[config.mk]
export PLATFORM = sky130hd
export DESIGN_NAME = mem_arbiter
export DESIGN_NICKNAME = d
export VERILOG_FILES = /design/src/rtl/mem_arb_pkg.sv /design/src/rtl/rr_arbiter.sv /design/src/rtl/mem_arbiter.sv
export SDC_FILE = /design/constraint.sdc
export NUM_CORES = 1
export LEC_CHECK = 0
export BUFFER_PORTS_ARGS = -buffer_cell sky130_fd_sc_hd__buf_2
export CAP_MARGIN = 40
export CORE_ASPECT_RATIO = 0.8
export CORE_MARGIN = 4
export CORE_UTILIZATION = 46
export CTS_CLUSTER_SIZE = 8
export DETAILED_ROUTE_END_ITERATION = 16
export PLACE_DENSITY = 0.81
export SKIP_LAST_GASP = 1
export SYNTH_ARGS = -nofsm -noshare
export SYNTH_HDL_FRONTEND = slang
export SYNTH_SLANG_ARGS = --single-unit
[constraint.sdc]
create_clock -name clk -period 2.25 [get_ports clk]
set_clock_uncertainty 0.05 [all_clocks]
set_input_delay 0.45 -clock clk [delete_from_list [all_inputs] [get_ports clk]]
set_output_delay 0.45 -clock clk [all_outputs]
set_load 0.01 [all_outputs]
[src/rtl/mem_arb_pkg.sv]
// ============================================================================
//  mem_arb_pkg : shared types and round-robin pick helper for mem_arbiter
//  Revision    : 1.0
// ============================================================================
`default_nettype none

package mem_arb_pkg;

   typedef enum logic [1:0] {
      IDLE  = 2'd0,
      ISSUE = 2'd1,
      WAIT  = 2'd2,
      DONE  = 2'd3
   } arb_state_t;

   localparam int c_MAX_REQ = 8;

   // Requests are zero-extended to 8 bits; the empty upper bits make a
   // mod-8 scan visit requesters in the same order as a mod-NREQ scan.
   function automatic logic [2:0] rr_pick(input logic [7:0] req, input logic [2:0] last);
      logic [2:0] idx;
      logic       found;
      rr_pick = last;
      found   = 1'b0;
      for (int i = 1; i <= c_MAX_REQ; i++) begin
         idx = last + 3'(i);
         if (!found && req[idx]) begin
            rr_pick = idx;
            found   = 1'b1;
         end
      end
   endfunction

endpackage

`default_nettype wire

[src/rtl/rr_arbiter.sv]
// ============================================================================
//  rr_arbiter : combinational round-robin selector (search from last+1, wrap)
//  Revision   : 1.0
// ============================================================================
`default_nettype none

module rr_arbiter
   import mem_arb_pkg::*;
#(
   parameter int NREQ = 2,
   parameter int GW   = $clog2(NREQ)
) (
   input  logic [NREQ-1:0] i_req,
   input  logic [GW-1:0]   i_last,
   output logic [GW-1:0]   o_gnt,
   output logic            o_valid
);

   logic [7:0] w_req8;

   always_comb begin
      w_req8            = '0;
      w_req8[NREQ-1:0]  = i_req;
   end

   assign o_gnt   = GW'(rr_pick(w_req8, 3'(i_last)));
   assign o_valid = |i_req;

endmodule

`default_nettype wire

[src/rtl/mem_arbiter.sv]
// ============================================================================
//  mem_arbiter : round-robin sharing of one fixed-latency RAM between NREQ
//                cores. Optional perf counters under macro ARB_PERF_EN.
//  Revision    : 1.0
// ============================================================================
`default_nettype none

module mem_arbiter
   import mem_arb_pkg::*;
#(
   parameter int NREQ    = 2,
   parameter int AW      = 32,
   parameter int DW      = 32,
   parameter int MEM_LAT = 2
) (
   input  logic              clk,
   input  logic              reset,
   input  logic [NREQ-1:0]   req_i,
   input  logic [NREQ-1:0]   we_i,
   input  logic [NREQ*AW-1:0] addr_i,
   input  logic [NREQ*DW-1:0] wdata_i,
   output logic [NREQ-1:0]   done_o,
   output logic [DW-1:0]     rdata_o,
   output logic              mem_en_o,
   output logic              mem_we_o,
   output logic [AW-1:0]     mem_addr_o,
   output logic [DW-1:0]     mem_wdata_o,
   input  logic [DW-1:0]     mem_rdata_i
`ifdef ARB_PERF_EN
   ,
   output logic [NREQ*32-1:0] grant_cnt_o,
   output logic [NREQ*32-1:0] wait_cnt_o
`endif
);

   localparam int GW = $clog2(NREQ);
   localparam int CW = $clog2(MEM_LAT + 1);

   arb_state_t      r_state;
   logic [GW-1:0]   r_g;
   logic [GW-1:0]   r_last;
   logic            r_we;
   logic [AW-1:0]   r_addr;
   logic [DW-1:0]   r_wdata;
   logic [CW-1:0]   r_cnt;
   logic [NREQ-1:0] r_done;
   logic [DW-1:0]   r_rdata;

   logic [GW-1:0]   w_gnt;
   logic            w_valid;
   logic            w_issue;

   rr_arbiter #(
      .NREQ (NREQ),
      .GW   (GW)
   ) u_rr (
      .i_req   (req_i),
      .i_last  (r_last),
      .o_gnt   (w_gnt),
      .o_valid (w_valid)
   );

   always_ff @(posedge clk or negedge reset) begin
      if (!reset) begin
         r_state <= IDLE;
         r_g     <= '0;
         r_last  <= GW'(NREQ - 1);
         r_we    <= 1'b0;
         r_addr  <= '0;
         r_wdata <= '0;
         r_cnt   <= '0;
         r_done  <= '0;
         r_rdata <= '0;
      end else begin
         r_done <= '0;
         case (r_state)
            IDLE: begin
               if (w_valid) begin
                  r_g     <= w_gnt;
                  r_we    <= we_i[w_gnt];
                  r_addr  <= addr_i[w_gnt*AW +: AW];
                  r_wdata <= wdata_i[w_gnt*DW +: DW];
                  r_state <= ISSUE;
               end
            end
            ISSUE: begin
               if (r_we) begin
                  r_done[r_g] <= 1'b1;
                  r_state     <= DONE;
               end else begin
                  r_cnt   <= CW'(MEM_LAT);
                  r_state <= WAIT;
               end
            end
            WAIT: begin
               // count==1 marks the cycle the RAM presents the read data
               if (r_cnt == CW'(1)) begin
                  r_rdata     <= mem_rdata_i;
                  r_done[r_g] <= 1'b1;
                  r_state     <= DONE;
               end else begin
                  r_cnt <= r_cnt - CW'(1);
               end
            end
            DONE: begin
               r_last  <= r_g;
               r_state <= IDLE;
            end
            default: r_state <= IDLE;
         endcase
      end
   end

   assign w_issue     = (r_state == ISSUE);
   assign mem_en_o    = w_issue;
   assign mem_we_o    = w_issue & r_we;
   assign mem_addr_o  = w_issue ? r_addr  : '0;
   assign mem_wdata_o = w_issue ? r_wdata : '0;
   assign done_o      = r_done;
   assign rdata_o     = r_rdata;

`ifdef ARB_PERF_EN
   for (genvar r = 0; r < NREQ; r++) begin : g_perf
      logic [31:0] r_gcnt;
      logic [31:0] r_wcnt;
      logic        w_serving;

      assign w_serving = (r_state != IDLE) && (r_g == GW'(r));

      always_ff @(posedge clk or negedge reset) begin
         if (!reset) begin
            r_gcnt <= '0;
            r_wcnt <= '0;
         end else begin
            if ((r_state == DONE) && (r_g == GW'(r)) && (r_gcnt != '1)) begin
               r_gcnt <= r_gcnt + 32'd1;
            end
            if (req_i[r] && !w_serving && (r_wcnt != '1)) begin
               r_wcnt <= r_wcnt + 32'd1;
            end
         end
      end

      assign grant_cnt_o[r*32 +: 32] = r_gcnt;
      assign wait_cnt_o[r*32 +: 32]  = r_wcnt;
   end
`endif

endmodule

`default_nettype wire

# After elaboration in Yosys (flattened, before gate mapping)
# Index checks and enable logic that the tools add are counted.
# op_classes
n_addsub	8
multipliers	0
div_mod_pow	0
order_cmp	11
eq_ne	8
shifts	2
mux	47
bitwise	1
n_reduce_logical	22
# op_table
cell	count
64-bit by 7-bit variable part select with 32-bit output	2
32-bit two-way mux	2
1-bit two-way mux	28
3-bit by 4-bit less-than comparator with 1-bit output (second input constant)	6
1-bit binary-select mux with 3-bit select	7
2-bit two-way mux	6
1-bit logical AND	8
2-bit one-hot mux with 2 select lines	2
2-bit one-hot mux with 4 select lines	1
1-bit logical NOT	7
1-bit by 2-bit adder with 3-bit output (second input constant)	2
1-bit by 3-bit adder with 3-bit output (second input constant)	2
2-bit != test (second input constant)	3
2-bit AND reduction	3
2-bit by 1-bit equality test with 1-bit output (second input constant)	2
2-bit equality test (second input constant)	2
1-bit by 2-bit less-than comparator with 1-bit output (second input constant)	2
1-bit by 4-bit less-than comparator with 1-bit output (second input constant)	1
2-bit by 4-bit less-than comparator with 1-bit output (second input constant)	1
2-bit by 1-bit adder with 3-bit output (second input constant)	1
2-bit by 2-bit adder with 3-bit output (second input constant)	1
3-bit AND reduction	1
1-bit by 1-bit adder with 2-bit output (second input constant)	1
2-bit logical NOT	1
7 further kinds	7
# totals
reg_bits	105
latch_bits	0
ramBits	0
mem_bits_ro	0
inputBits	166
out_inout_bits	100
word_cells	108
memories	0

# Longest topological paths before layout
# logic_depth
ltp_word	27
ltp_mapped	8
mapped_depth_nobuf	5

# Hierarchy
# Synthesis repeated with hierarchy kept, for this count alone.
# unflattened
hier_cells	469
area_unflattened_um2	5096.1
# by_module_without_submodules
module	instances	cells_per_inst	area_each_um2	seq_area_each_um2
mem_arbiter	1	466	5076.1	2628.8
rr_arbiter	1	3	20.0	0.0

# Worst setup path before layout
# Ideal clock, no wire load.
# synth_path
path_kind	flip-flop to output port
startpoint	reg r_state[1]
endpoint	out mem_addr_o[10]
t_arrival_ns	1.316
required_ns	1.750
path_slack_ns	0.434
path_stages_with_launch	6
path_buffers	2
cell_sequence	dfrtp_1 inv_1 ha_1 clkbuf_1 clkbuf_1 and2_1
# synth_between
elab_chain_len	2
# synth_rtl
item	line_no	source
from (decl)	mem_arbiter.sv:39	arb_state_t r_state;
from (signal assigned)	mem_arbiter.sv:65	r_state <= IDLE;
from (signal assigned)	mem_arbiter.sv:83	r_state <= ISSUE;
from (signal assigned)	mem_arbiter.sv:89	r_state <= DONE;
2-bit by 1-bit equality test with 1-bit output	mem_arbiter.sv:114	assign w_issue = (r_state == ISSUE);
32-bit two-way mux	mem_arbiter.sv:117	assign mem_addr_o = w_issue ? r_addr : '0;
to (decl)	mem_arbiter.sv:26	output logic [AW-1:0] mem_addr_o,
# No other way between the ends.

# Worst setup path after layout
# layout_path
startpoint	reg r_state[1]
endpoint	out mem_we_o
# layout_between
elab_chain_len	2
# layout_rtl
item	line_no	source
2-bit by 1-bit equality test with 1-bit output	mem_arbiter.sv:114	
1-bit bitwise AND	mem_arbiter.sv:116	assign mem_we_o = w_issue & r_we;
to (decl)	mem_arbiter.sv:25	output logic mem_we_o,
# No other way between the ends.

==> results.ini <==
[status]
outcome = finished, final reports clean

[hold_path]
worstHoldPathType = in2reg
whs_path_depth = 2
min_from = mem_rdata_i[24]
hold_end = rdata_o[24]$_DFFE_PN0P_

[job]
drv_cap = 0

[layout]
area_delta_synth_final_pct = 34.1
final_core_util = 0.640
ff_latch_area_um2 = 2630
diodes = 0
drive_above_1_share = 0.419
fillCellCount = 929
multiInputGateArea_um2 = 2400
final_nets = 971

[timing]
drv_slew = 0
rsz0062_at_grt = true
setup_viol = 0
finalCritPeriodShare = 0.970
finalCriticalPeriod_ps = 2180
slew_headroom = 0.657
tightest_slew_ps = 513
max_freq_ghz = 0.458
timing.setup.tns_ps = 0
finalHoldViolCount = 0

[setup_path]
crit_path_max_fanout = 19
cp_data_arrival_time_ps = 1680
slowest_delay_ps = 440
rrSetupSlack_ps = 410
rr_worst_depth = 6
critPathRequiredTime_ps = 1750
crit_family = buffers and inverters
rr_startpoint = r_state[1]$_DFFE_PN0P_
slowest_stage = dfrtp_1
start_kind = flip-flop
crit_type = reg2out
r2r-end = r_cnt[0]$_DFFE_PN0P_
crit_path_end_kind = output port
cp_cell_sequence = inv_1 > ha_2 > buf_4 > and2_1 > buf_2
critPathBufInv = 3

[logic_synthesis]
synth_compound_area_frac = 0.153
synthesis.area_um2 = 5260
yosys-top-cells-area = dfrtp_1 49%, a31oi_1 7.8%, and2_1 7.7%
synth_xor_area_frac = 0
ys_types = 26
ys.warnings.count = 0
yosys.area.top_type_share = 0.495
yosysSeqAreaShare = 0.500
ys_ff_latch = 105
synth-simple-area-share = 0.201
synth_area_per_cell_um2 = 9.45
synth_top_family_by_area = simple AND/OR/NAND/NOR gates
synth-adder-area-share = 0.0214
yosys.area.top_type = dfrtp_1
syn_inst = 557
syn_nets = 732
yosys-mux-area-fraction = 0.0747

[grt]
antenna_found_initial = 1
grt_pass1_wl_mm = 24.6
grt.overflow.total = 0
grt_pass1_vias = 5208
grt_usage = 0.226
grt_max_degree = 87

[pwr]
p_leak_nw = 3.45
total_power_w = 0.00962
ir_drop_v = 0.000560
p_per_area_nw_per_um2 = 1360

[clock_tree]
clockBufferDepth = 2
cts_tree = yes
htree_levels = 3
clock_latency_ps = 320
clk_pin_slew_ps = 70
cts_root_buf = clkbuf_16
cts_sinks = 105
tritoncts.num_buffers = 9

[placed_design]
place.detailed.hpwl_mm = 11.7
portBuffers = 265
gp_congestion = 0.896

[floorplan]
die_w_um = 128
core_um2 = 11000
dieArea_um2 = 13200
die_h_um = 104
initial_core_util = 0.478
io_pins = 266
row_count = 34

[route]
firstDrtPassIters = 5
drt.antenna.violating_nets = 0
drt-initial-drc-count = 271
drc = 0
wirelength_mm = 15.5
vias = 5088
viasPerCell = 5.38
routedWlPerCell_um = 16.4

-- cell usage after synthesis, drive strengths merged --
master / n
a31oi: 66
nor2b: 3
ha: 9
mux2i: 1
nor3b: 2
clkbuf: 18
a21oi: 2
and2: 65
nand3: 66
o21a: 1
buf: 35
nand2b: 2
nand2: 3
a211o: 1
nor3: 1
mux2: 34
a22oi: 3
dfrtp: 104
a21boi: 1
a41oi: 1
nor2: 69
dfstp: 1
o21ai: 65
inv: 4
-- area by class of cell --
class                           count  area share
Clock buffer                       11      0.0344
Sequential cell                   105       0.373
Clock inverter                      5     0.00887
Timing Repair Buffer              281       0.216
Inverter                            4     0.00213
Tap cell                          144      0.0255
Multi-Input combinational cell    395       0.340
-- worst max-delay path by stage --
stage          depth (start not counted)              startpoint         endpoint
5_1_grt                                5  r_state[1]$_DFFE_PN0P_         mem_we_o
3_3_place_gp                           5  r_state[1]$_DFFE_PN0P_  mem_wdata_o[19]
6_report                               5  r_state[1]$_DFFE_PN0P_         mem_we_o
4_1_cts                                5  r_state[1]$_DFFE_PN0P_   mem_addr_o[24]
2_1_floorplan                          5  r_state[1]$_DFFE_PN0P_   mem_addr_o[10]
3_5_place_dp                           5  r_state[1]$_DFFE_PN0P_   mem_addr_o[24]
-- sequential cells by signal, indices dropped and copies added (netlist names) --
signal	count
r_g	1
done_o	2
r_wdata	32
r_state	2
r_addr	32
r_cnt	2
r_last	1
r_we	1
rdata_o	32
-- kinds of logic after synthesis --
family                   Yosys count
AND/OR/NAND/NOR                  211
flip-flops                       105
adder cells (fa/ha/maj)            9
AO/OA/AOI/OAI                    140
buffers and inverters             57
multiplexers                      35
-- cell usage in the layout (no fill, tap or decap), drive strengths merged --
| cell type | netlist | layout |
|---|---|---|
| a21oi | 2 | 2 |
| o21a | 1 | 1 |
| ha | 9 | 9 |
| nand2b | 2 | 2 |
| a211o | 1 | 1 |
| dlygate4sd3 | 0 | 1 |
| clkinvlp | 0 | 2 |
| nor3b | 2 | 2 |
| clkinv | 0 | 1 |
| dfstp | 1 | 1 |
| bufinv | 0 | 1 |
| nor3 | 1 | 1 |
| a31oi | 66 | 66 |
| mux2i | 1 | 1 |
| nor2b | 3 | 3 |
| a41oi | 1 | 1 |
| buf | 35 | 280 |
| clkbuf | 18 | 11 |
| nand3 | 66 | 66 |
| nand2 | 3 | 3 |
| o21ai | 65 | 65 |
| nor2 | 69 | 69 |
| mux2 | 34 | 34 |
| a22oi | 3 | 3 |
| a21boi | 1 | 1 |
| and2 | 65 | 65 |
| dfrtp | 104 | 104 |
| inv | 4 | 5 |
-- what timing repair did --
item                                   CTS  global route
setup endpoints to repair               47            47
hold buffers                             1             0
endpoints found under the hold margin    3             0
gates cloned                             0             0
gates resized for setup                  1             2
setup buffers                            0             0
-- metal layers --
layer	GRT usage	share of wire	wire length, µm
met5	0	0.00084	13
met3	0.0473	0.074	1150
met1	0.268	0.39	6070
met2	0.402	0.51	7920
met4	0.0833	0.023	359
-- through the flow --
step / hold slack (ps) / setup slack [ps] / area, µm² / instances
2_1_floorplan: 104 / 434 / 5260 / 557
3_3_place_gp: 207 / 411 / 6730 / 928
3_5_place_dp: 210 / 305 / 6730 / 928
4_1_cts: 284 / 19.5 / 7040 / 945
5_1_grt: 286 / -13.7 / 7050 / 945
6_report: 297 / 68.1 / 7050 / 945
-- power breakdown --
part	total (W)	switching [W]	internal, W	leakage (nW)
clock network	0.00155	0.000655	0.000899	0.142
registers	0.00341	0.000561	0.00285	1.19
logic	0.00465	0.00257	0.00208	2.12
Note: power is estimated with default switching activity, not from simulation.
